### config.mk
export PLATFORM = sky130hd
export DESIGN_NAME = video_timing_gen_flat
export DESIGN_NICKNAME = d
export VERILOG_FILES = /design/src/rtl/video_timing_pkg.sv /design/src/rtl/video_timing_if.sv /design/src/rtl/video_timing_axis.sv /design/src/rtl/video_timing_gen.sv /design/src/flat_wrapper.sv
export SDC_FILE = /design/constraint.sdc
export NUM_CORES = 1
export LEC_CHECK = 0
export BUFFER_PORTS_ARGS = -buffer_cell sky130_fd_sc_hd__buf_4
export CELL_PAD_IN_SITES_DETAIL_PLACEMENT = 1
export CELL_PAD_IN_SITES_GLOBAL_PLACEMENT = 1
export CORE_MARGIN = 3
export CORE_UTILIZATION = 42
export DETAILED_ROUTE_END_ITERATION = 10
export GPL_TIMING_DRIVEN = 0
export HOLD_SLACK_MARGIN = 0.08
export MAX_ROUTING_LAYER = met4
export PLACE_DENSITY = 0.76
export SLEW_MARGIN = 20
export SYNTH_ARGS = -nofsm -noshare
export SYNTH_HDL_FRONTEND = slang
export SYNTH_HIERARCHICAL = 1
export SYNTH_SLANG_ARGS = --single-unit
### constraint.sdc
create_clock -name clk -period 2.9 [get_ports clk]
set_input_delay 0.435 -clock clk [delete_from_list [all_inputs] [get_ports clk]]
set_output_delay 0.435 -clock clk [all_outputs]
set_load 0.02 [all_outputs]
### src/rtl/video_timing_pkg.sv
// Shared types and default raster constants for the video timing generator.
// Defaults describe 640x480@60 with a 2x-scaled 256x240 window centred horizontally.
package video_timing_pkg;

    typedef enum logic [1:0] {
        PH_ACTIVE,
        PH_FP,
        PH_SYNC,
        PH_BP
    } phase_e;

    localparam int DEF_CW         = 12;

    localparam int DEF_H_ACTIVE   = 640;
    localparam int DEF_H_FP       = 16;
    localparam int DEF_H_SYNC     = 96;
    localparam int DEF_H_BP       = 48;

    localparam int DEF_V_ACTIVE   = 480;
    localparam int DEF_V_FP       = 10;
    localparam int DEF_V_SYNC     = 2;
    localparam int DEF_V_BP       = 33;

    localparam int DEF_WIN_X0     = 64;
    localparam int DEF_WIN_Y0     = 0;
    localparam int DEF_WIN_W      = 256;
    localparam int DEF_WIN_H      = 240;
    localparam int DEF_SCALE_LOG2 = 1;

    // On-screen extent of a window side after upscaling.
    function automatic int scaled_span(input int src, input int scale_log2);
        return src << scale_log2;
    endfunction

endpackage

### src/rtl/video_timing_if.sv
// Bundle of raster outputs driven by video_timing_gen toward the encoder/PPU.
// master = generator side, slave = consumer side.
interface video_timing_if
    import video_timing_pkg::*;
#(
    parameter int CW = DEF_CW
);
    logic          o_hsync;
    logic          o_vsync;
    logic          o_rd;
    logic          o_newline;
    logic          o_newframe;
    logic [CW-1:0] o_x;
    logic [CW-1:0] o_y;
    logic          o_win;
    logic [8:0]    o_win_x;
    logic [8:0]    o_win_y;

    modport master (
        output o_hsync, o_vsync, o_rd, o_newline, o_newframe,
        output o_x, o_y, o_win, o_win_x, o_win_y
    );

    modport slave (
        input o_hsync, o_vsync, o_rd, o_newline, o_newframe,
        input o_x, o_y, o_win, o_win_x, o_win_y
    );
endinterface

### src/rtl/video_timing_axis.sv
// One raster axis: position counter plus ACTIVE/FP/SYNC/BP phase FSM, both advancing on step_i.
// wrap_o is combinational: high on the step that takes the counter from TOTAL-1 back to 0.
module video_timing_axis
    import video_timing_pkg::*;
#(
    parameter int ACTIVE = DEF_H_ACTIVE,
    parameter int FP     = DEF_H_FP,
    parameter int SYNC   = DEF_H_SYNC,
    parameter int BP     = DEF_H_BP,
    parameter int CW     = DEF_CW
) (
    input  logic          clk,
    input  logic          rst_n,
    input  logic          step_i,
    output logic [CW-1:0] cnt_o,
    output phase_e        phase_o,
    output logic          wrap_o
);
    localparam int TOTAL = ACTIVE + FP + SYNC + BP;

    localparam logic [CW-1:0] ACT_LAST  = CW'(ACTIVE - 1);
    localparam logic [CW-1:0] FP_LAST   = CW'(ACTIVE + FP - 1);
    localparam logic [CW-1:0] SYNC_LAST = CW'(ACTIVE + FP + SYNC - 1);
    localparam logic [CW-1:0] LAST      = CW'(TOTAL - 1);

    logic [CW-1:0] cnt_q, cnt_d;
    phase_e        phase_q, phase_d;

    always_ff @(posedge clk) begin
        if (!rst_n) begin
            cnt_q   <= '0;
            phase_q <= PH_ACTIVE;
        end else begin
            cnt_q   <= cnt_d;
            phase_q <= phase_d;
        end
    end

    // Phase leaves its state on the last count of that phase, so it always matches cnt_q.
    always_comb begin
        cnt_d   = cnt_q;
        phase_d = phase_q;
        wrap_o  = 1'b0;
        if (step_i) begin
            if (cnt_q == LAST) begin
                cnt_d  = '0;
                wrap_o = 1'b1;
            end else begin
                cnt_d = cnt_q + 1'b1;
            end
            case (phase_q)
                PH_ACTIVE: if (cnt_q == ACT_LAST)  phase_d = PH_FP;
                PH_FP:     if (cnt_q == FP_LAST)   phase_d = PH_SYNC;
                PH_SYNC:   if (cnt_q == SYNC_LAST) phase_d = PH_BP;
                PH_BP:     if (cnt_q == LAST)      phase_d = PH_ACTIVE;
                default:                           phase_d = PH_ACTIVE;
            endcase
        end
    end

    assign cnt_o   = cnt_q;
    assign phase_o = phase_q;

endmodule

### src/rtl/video_timing_gen.sv
// Parametrised raster timing generator: syncs, data enable, line/frame strobes, coordinates, all registered.
// Optional scaled window with source coordinates when VIDEO_TIMING_WINDOW_EN is defined (tied to 0 otherwise).
module video_timing_gen
    import video_timing_pkg::*;
#(
    parameter int H_ACTIVE   = DEF_H_ACTIVE,
    parameter int H_FP       = DEF_H_FP,
    parameter int H_SYNC     = DEF_H_SYNC,
    parameter int H_BP       = DEF_H_BP,
    parameter int V_ACTIVE   = DEF_V_ACTIVE,
    parameter int V_FP       = DEF_V_FP,
    parameter int V_SYNC     = DEF_V_SYNC,
    parameter int V_BP       = DEF_V_BP,
    parameter bit HS_POL     = 1'b0,
    parameter bit VS_POL     = 1'b0,
    parameter int CW         = DEF_CW,
    parameter int WIN_X0     = DEF_WIN_X0,
    parameter int WIN_Y0     = DEF_WIN_Y0,
    parameter int WIN_W      = DEF_WIN_W,
    parameter int WIN_H      = DEF_WIN_H,
    parameter int SCALE_LOG2 = DEF_SCALE_LOG2
) (
    input  logic           clk,
    input  logic           rst_n,
    input  logic           i_en,
    video_timing_if.master vid
);
    localparam int H_TOTAL = H_ACTIVE + H_FP + H_SYNC + H_BP;
    localparam int V_TOTAL = V_ACTIVE + V_FP + V_SYNC + V_BP;
    localparam int WIN_PW  = scaled_span(WIN_W, SCALE_LOG2);
    localparam int WIN_PH  = scaled_span(WIN_H, SCALE_LOG2);

    if (H_ACTIVE < 1 || H_FP < 1 || H_SYNC < 1 || H_BP < 1 ||
        V_ACTIVE < 1 || V_FP < 1 || V_SYNC < 1 || V_BP < 1) begin : g_bad_phase
        $error("video_timing_gen: every phase length must be at least 1");
    end
    if (H_TOTAL >= 2**CW || V_TOTAL >= 2**CW) begin : g_bad_width
        $error("video_timing_gen: CW too narrow for the raster totals");
    end
    if (WIN_X0 < 0 || WIN_Y0 < 0 || WIN_W > 512 || WIN_H > 512 ||
        WIN_X0 + WIN_PW > H_ACTIVE || WIN_Y0 + WIN_PH > V_ACTIVE) begin : g_bad_window
        $error("video_timing_gen: window does not fit the active area");
    end

    logic [CW-1:0] h_cnt, v_cnt;
    phase_e        h_ph, v_ph;
    logic          h_wrap, v_wrap;

    video_timing_axis #(
        .ACTIVE(H_ACTIVE), .FP(H_FP), .SYNC(H_SYNC), .BP(H_BP), .CW(CW)
    ) u_h_axis (
        .clk(clk), .rst_n(rst_n), .step_i(i_en),
        .cnt_o(h_cnt), .phase_o(h_ph), .wrap_o(h_wrap)
    );

    // The vertical axis steps once per line; its wrap is therefore the frame-end strobe.
    video_timing_axis #(
        .ACTIVE(V_ACTIVE), .FP(V_FP), .SYNC(V_SYNC), .BP(V_BP), .CW(CW)
    ) u_v_axis (
        .clk(clk), .rst_n(rst_n), .step_i(h_wrap),
        .cnt_o(v_cnt), .phase_o(v_ph), .wrap_o(v_wrap)
    );

    logic       rd_d, hs_d, vs_d;
    logic       win_d;
    logic [8:0] win_x_d, win_y_d;

    always_comb begin
        rd_d = (h_ph == PH_ACTIVE) && (v_ph == PH_ACTIVE);
        hs_d = (h_ph == PH_SYNC) ? HS_POL : ~HS_POL;
        vs_d = (v_ph == PH_SYNC) ? VS_POL : ~VS_POL;
    end

`ifdef VIDEO_TIMING_WINDOW_EN
    logic [CW-1:0] dx, dy;

    // Offsets below the origin wrap to huge values, so one unsigned compare covers both bounds.
    always_comb begin
        dx      = h_cnt - CW'(WIN_X0);
        dy      = v_cnt - CW'(WIN_Y0);
        win_d   = rd_d && (dx < CW'(WIN_PW)) && (dy < CW'(WIN_PH));
        win_x_d = '0;
        win_y_d = '0;
        if (win_d) begin
            win_x_d = 9'(dx >> SCALE_LOG2);
            win_y_d = 9'(dy >> SCALE_LOG2);
        end
    end
`else
    always_comb begin
        win_d   = 1'b0;
        win_x_d = '0;
        win_y_d = '0;
    end
`endif

    logic          rd_q, hs_q, vs_q, nl_q, nf_q, win_q;
    logic [CW-1:0] x_q, y_q;
    logic [8:0]    win_x_q, win_y_q;

    always_ff @(posedge clk) begin
        if (!rst_n) begin
            rd_q    <= 1'b0;
            hs_q    <= ~HS_POL;
            vs_q    <= ~VS_POL;
            nl_q    <= 1'b0;
            nf_q    <= 1'b0;
            x_q     <= '0;
            y_q     <= '0;
            win_q   <= 1'b0;
            win_x_q <= '0;
            win_y_q <= '0;
        end else begin
            nl_q <= h_wrap;
            nf_q <= v_wrap;
            if (i_en) begin
                rd_q    <= rd_d;
                hs_q    <= hs_d;
                vs_q    <= vs_d;
                x_q     <= h_cnt;
                y_q     <= v_cnt;
                win_q   <= win_d;
                win_x_q <= win_x_d;
                win_y_q <= win_y_d;
            end
        end
    end

    assign vid.o_hsync    = hs_q;
    assign vid.o_vsync    = vs_q;
    assign vid.o_rd       = rd_q;
    assign vid.o_newline  = nl_q;
    assign vid.o_newframe = nf_q;
    assign vid.o_x        = x_q;
    assign vid.o_y        = y_q;
    assign vid.o_win      = win_q;
    assign vid.o_win_x    = win_x_q;
    assign vid.o_win_y    = win_y_q;

endmodule

### src/flat_wrapper.sv
// flat-port wrapper written by rule: the top's interface ports become plain ports
module video_timing_gen_flat import video_timing_pkg::*;
#(
    parameter int H_ACTIVE   = DEF_H_ACTIVE,
    parameter int H_FP       = DEF_H_FP,
    parameter int H_SYNC     = DEF_H_SYNC,
    parameter int H_BP       = DEF_H_BP,
    parameter int V_ACTIVE   = DEF_V_ACTIVE,
    parameter int V_FP       = DEF_V_FP,
    parameter int V_SYNC     = DEF_V_SYNC,
    parameter int V_BP       = DEF_V_BP,
    parameter bit HS_POL     = 1'b0,
    parameter bit VS_POL     = 1'b0,
    parameter int CW         = DEF_CW,
    parameter int WIN_X0     = DEF_WIN_X0,
    parameter int WIN_Y0     = DEF_WIN_Y0,
    parameter int WIN_W      = DEF_WIN_W,
    parameter int WIN_H      = DEF_WIN_H,
    parameter int SCALE_LOG2 = DEF_SCALE_LOG2
)
  (clk, rst_n, i_en, vid_o_hsync, vid_o_vsync, vid_o_rd, vid_o_newline, vid_o_newframe, vid_o_x, vid_o_y, vid_o_win, vid_o_win_x, vid_o_win_y);
  video_timing_if #(.CW(CW)) vid_i ();
  input  logic clk;
  input  logic rst_n;
  input  logic i_en;
  output wire logic [$bits(vid_i.o_hsync)-1:0] vid_o_hsync;
  output wire logic [$bits(vid_i.o_vsync)-1:0] vid_o_vsync;
  output wire logic [$bits(vid_i.o_rd)-1:0] vid_o_rd;
  output wire logic [$bits(vid_i.o_newline)-1:0] vid_o_newline;
  output wire logic [$bits(vid_i.o_newframe)-1:0] vid_o_newframe;
  output wire logic [$bits(vid_i.o_x)-1:0] vid_o_x;
  output wire logic [$bits(vid_i.o_y)-1:0] vid_o_y;
  output wire logic [$bits(vid_i.o_win)-1:0] vid_o_win;
  output wire logic [$bits(vid_i.o_win_x)-1:0] vid_o_win_x;
  output wire logic [$bits(vid_i.o_win_y)-1:0] vid_o_win_y;
  assign vid_o_hsync = vid_i.o_hsync;
  assign vid_o_vsync = vid_i.o_vsync;
  assign vid_o_rd = vid_i.o_rd;
  assign vid_o_newline = vid_i.o_newline;
  assign vid_o_newframe = vid_i.o_newframe;
  assign vid_o_x = vid_i.o_x;
  assign vid_o_y = vid_i.o_y;
  assign vid_o_win = vid_i.o_win;
  assign vid_o_win_x = vid_i.o_win_x;
  assign vid_o_win_y = vid_i.o_win_y;
  video_timing_gen #(.H_ACTIVE(H_ACTIVE), .H_FP(H_FP), .H_SYNC(H_SYNC), .H_BP(H_BP), .V_ACTIVE(V_ACTIVE), .V_FP(V_FP), .V_SYNC(V_SYNC), .V_BP(V_BP), .HS_POL(HS_POL), .VS_POL(VS_POL), .CW(CW), .WIN_X0(WIN_X0), .WIN_Y0(WIN_Y0), .WIN_W(WIN_W), .WIN_H(WIN_H), .SCALE_LOG2(SCALE_LOG2)) u_core (.clk(clk), .rst_n(rst_n), .i_en(i_en), .vid(vid_i));
endmodule
==> results.md <==
- The depth of the CTS H-tree is 3.
- The worst setup slack for register-to-register paths is 0.25 ns.
- Across all layers, the routed design uses 2,247 vias.
- Ranked by total cell area, the synthesized netlist is headed by sky130_fd_sc_hd__dfxtp_1 (40%), sky130_fd_sc_hd__mux2i_1 (10%), sky130_fd_sc_hd__ha_1 (6.6%), sky130_fd_sc_hd__buf_4 (5.5%), sky130_fd_sc_hd__nor2b_1 (5.3%).
- The hold violation total from the final report is 0.
- The initial antenna violation count is 0.
- In this run the tool buffered the top-level ports with 30 buffer cells.
- Of the cells placed in the final design, the portion with a size suffix greater than 1 is 0.219.
- The cell area after synthesis is 2850 um2.
- In this run the worst hold path is classified as input port to flip-flop.
- Entering global routing, the biggest net connects 13 pins.
- The sum of overflow across all layers after global routing is 0.
- The CTS root buffer is sky130_fd_sc_hd__clkbuf_8.
- The clock reaches the later pin of the worst-skew pair after 0.33 ns.
- Leaving out fill and tap cells, the most frequent cells in the layout are sky130_fd_sc_hd__dfxtp_1 (56), sky130_fd_sc_hd__buf_4 (52), sky130_fd_sc_hd__mux2i_1 (29), sky130_fd_sc_hd__nor2_1 (29), sky130_fd_sc_hd__nor2b_1 (24).
- The count of antenna diodes in the layout is 0.
- The number of ports placed on the die boundary is 51.
- The residual antenna-violating net count after detailed routing is 0.
- The first global-routing pass estimated 11,100 um of wire.
- For the worst setup path, the data required time is 3.11 ns.
- The placed instance area is 3230 um2.
- The number of maximum-capacitance constraint violations is 0.
- The number of max-slew violations in the final report was 0.
- The endpoint of the worst hold-timing path is u_core/u_h_axis/phase_o[0]$_SDFFE_PN0P_.
- The flow ran to the end, and the final reports show no timing, DRC or antenna violations.
- At the worst endpoint, the arrival time is 2.85 ns.
- The synthesized design contains 57 register bits.
- The classification of the worst setup path is flip-flop to flip-flop.
- The CTS sink count is 57.
- The number of detailed-routing iterations run before antenna repair is 4.
- The worst setup path is launched from a flip-flop.
- The mean instance size in the synthesized netlist is 9.48 um2.
- The leakage power summed over all cells is 1.48 nW.
- The overall die area is 7800 um2.
- The peak clock frequency supported by timing is 0.378 GHz.
- The clock passes through at most 2 buffers.
- After detailed routing, the total wire length is 6550 um.
- In the global route stage, overall resource usage came out at 0.189.
- In the detailed route, the total length drawn on met2 is 3290 um.
- Power spread over the standard cell area amounts to 502 nW/um2.
- The count of flip-flops with a built-in enable after synthesis is 0.
- The area growth from synthesis to final layout is 22.0%.
- Detailed placement ended at an HPWL of 4620 um.
- The number of global-route vias before repair is 2,313.
- After the first detailed-routing iteration, the DRC count stood at 58.
- The number of CTS-inserted buffers is 9.
- The worst flop-to-flop path startpoint is u_core/u_h_axis/cnt_o[5]$_SDFFE_PN0P_.
- The endpoint identified for the worst register-to-register timing path is u_core/u_v_axis/phase_o[0]$_SDFFE_PN0P_.
- The area taken by flip-flops and latches is 1140 um2.
- The area of the core is 6460 um2.
- The period utilization is 0.913.
- The highest layer used for signal routing is met4.
- At the pin with the least slew margin, the transition time is 0.568 ns.
- After floorplanning, the core was divided into 29 placement rows.
- In the routed design, unresolved DRC markers number 0.
- The number of cells produced by synthesis is 300.
- The routed design could run at a clock period as short as 2.65 ns.
- The count of warnings emitted by yosys is 6.
- The final RePlAce weighted congestion is 0.836.
- Synthesis instantiated 41 different standard cells from the library.
- After detailed routing, the average wire length per cell comes to 14.8 um.
- The post-route clock skew is 0.00757 ns.
- sky130_fd_sc_hd__dfxtp_1 takes more of the synthesized area than any other cell.
- The sum of negative setup slack is 0 ns.
- The max-slew headroom at the worst pin is 0.618.
- The maximum fanout along the worst path is 9.
- The area of all placed cells without fillers is 3470 um2.
- The routed length on met1 is 3000 um.
- The worst supply voltage drop on vdd is 0.258 mV.
- The die is 88.3 um wide.
- The clock edge transition at the registers on the reported setup and hold paths is 0.07 ns.
- The startpoint of the tightest hold check path is rst_n.
- Counting the fill cells in the layout gives 756.
- The element type at the critical path end is a flip-flop.
- The area taken by multi-input logic gates is 1530 um2.
- In the synthesized netlist the async set-or-reset flop fraction comes to 0.
- Setup repair after global routing left no endpoint under its margin.
- The number of cells on the worst reg-to-reg path is 8.
- The hold path depth is 2.
- For this run, the register share of the synthesized area comes to 0.401.
- The final layout contains 378 nets.
- In the detailed route, the total length drawn on met3 is 193 um.
- The proportion of netlist area held by the largest area contributor is 0.401.
- After detailed routing, the number of vias per cell comes to 5.08.
- Leaving out fill and tap cells, the most frequent cell in the layout is sky130_fd_sc_hd__dfxtp_1.
- Setup violations remaining at the end of the flow were counted as 0.
- From bottom edge to top edge, the die measures 88.3 um.
- The TritonCTS clock tree is built.
- The initial utilization of the core area, before any placement, comes to 0.441.
- The most used flip-flop cell after synthesis is sky130_fd_sc_hd__dfxtp_1.
## cell families (layout without fill, tap and decap cells)
family,after synthesis,after routing,share of synthesized area
other,1,19,0.00132
and+or+nand+nor,120,120,0.235
AOI/OAI and AO/OA,16,16,0.0462
buffers and inverters,41,88,0.0840
DFF,57,57,0.401
muxes,29,29,0.102
adders and majority gates,15,15,0.0660
xor gates and xnor gates,21,21,0.0646
## Yosys cell counts (6+ instances only)
cell,number
sky130_fd_sc_hd__xor2_1,12
sky130_fd_sc_hd__nor2_1,29
sky130_fd_sc_hd__nand4_1,9
sky130_fd_sc_hd__inv_1,10
sky130_fd_sc_hd__buf_4,21
sky130_fd_sc_hd__nand3_1,8
sky130_fd_sc_hd__nand2_1,15
sky130_fd_sc_hd__nor2b_1,24
sky130_fd_sc_hd__mux2i_1,29
sky130_fd_sc_hd__dfxtp_1,57
sky130_fd_sc_hd__xnor2_1,9
sky130_fd_sc_hd__nand2b_1,6
sky130_fd_sc_hd__ha_1,15
## what timing repair did
item                                    in CTS  in global routing
buffers inserted                             0                  1
hold buffers                                 0                  0
hold endpoints to repair                     0                  0
endpoints found under the setup margin       0                  2
gates resized for setup                      0                  1
## worst max-delay path by stage
stage | startpoint | cells after the start | end
after floorplan | u_core/u_h_axis/cnt_o[4]$_SDFFE_PN0P_ | 8 | u_core/u_v_axis/phase_o[0]$_SDFFE_PN0P_
after global placement | u_core/u_h_axis/cnt_o[4]$_SDFFE_PN0P_ | 8 | u_core/u_v_axis/phase_o[1]$_SDFFE_PN0P_
after detailed placement | u_core/u_h_axis/cnt_o[4]$_SDFFE_PN0P_ | 8 | u_core/u_v_axis/phase_o[0]$_SDFFE_PN0P_
after CTS | u_core/u_h_axis/cnt_o[4]$_SDFFE_PN0P_ | 8 | u_core/u_v_axis/phase_o[0]$_SDFFE_PN0P_
after global routing | u_core/u_h_axis/cnt_o[5]$_SDFFE_PN0P_ | 8 | u_core/u_v_axis/phase_o[1]$_SDFFE_PN0P_
final | u_core/u_h_axis/cnt_o[5]$_SDFFE_PN0P_ | 8 | u_core/u_v_axis/phase_o[0]$_SDFFE_PN0P_
## cell type report
class                           count  area share
Clock buffer                       11      0.0436
Tap cell                           77      0.0277
Inverter                           10      0.0108
Multi-Input combinational cell    220       0.441
Clock inverter                      5      0.0223
Timing Repair Buffer               31      0.0670
Sequential cell                    57       0.329
Buffer                             31      0.0580
## flip-flops by register name, indices dropped and copies added (netlist names)
signal and cells:
u_core/vid.o_newframe 1, u_core/vid.o_rd 1, u_core/vid.o_y 12, u_core/vid.o_vsync 1, u_core/vid.o_newline 1, u_core/vid.o_x 12
u_core/vid.o_hsync 1, u_core/u_h_axis/phase_o 2, u_core/u_v_axis/phase_o 2, u_core/u_h_axis/cnt_o 12, u_core/u_v_axis/cnt_o 12
## worst max-delay path: stages, from the launching register on
cell                      delay (ns)
sky130_fd_sc_hd__dfxtp_1        0.37
sky130_fd_sc_hd__or4b_1         0.59
sky130_fd_sc_hd__nor2_1         0.12
sky130_fd_sc_hd__and3_1         0.23
sky130_fd_sc_hd__buf_2          0.24
sky130_fd_sc_hd__nand4_1        0.19
sky130_fd_sc_hd__o41ai_2        0.37
sky130_fd_sc_hd__nand4_1        0.24
sky130_fd_sc_hd__mux2i_1        0.18
## through the flow
stage           util  setup WS [ns]  total power [mW]  std cells  hold slack [ns]
3_5_place_dp   0.501          0.188             0.915        425            0.504
3_3_place_gp   0.501          0.222             0.913        425            0.479
2_1_floorplan      -          0.631             0.894        318            0.483
6_report       0.538          0.251              1.74        442            0.428
5_1_grt        0.538         0.0931              1.81        442            0.429
4_1_cts        0.536          0.157              1.76        441            0.420
## per-layer routing
metal,global-route usage,vias to the layer above
met5,-,-
met4,0.0701,0
met3,0.0363,7
met2,0.321,37
met1,0.221,1100
li1,-,1103
## power by group
group	internal, mW	total [mW]	switching [mW]
clock	0.527	0.844	0.316
combinational	0.0429	0.104	0.0610
sequential	0.788	0.794	0.00593
total	1.36	1.74	0.383
Note: power is estimated with default switching activity, not from simulation.
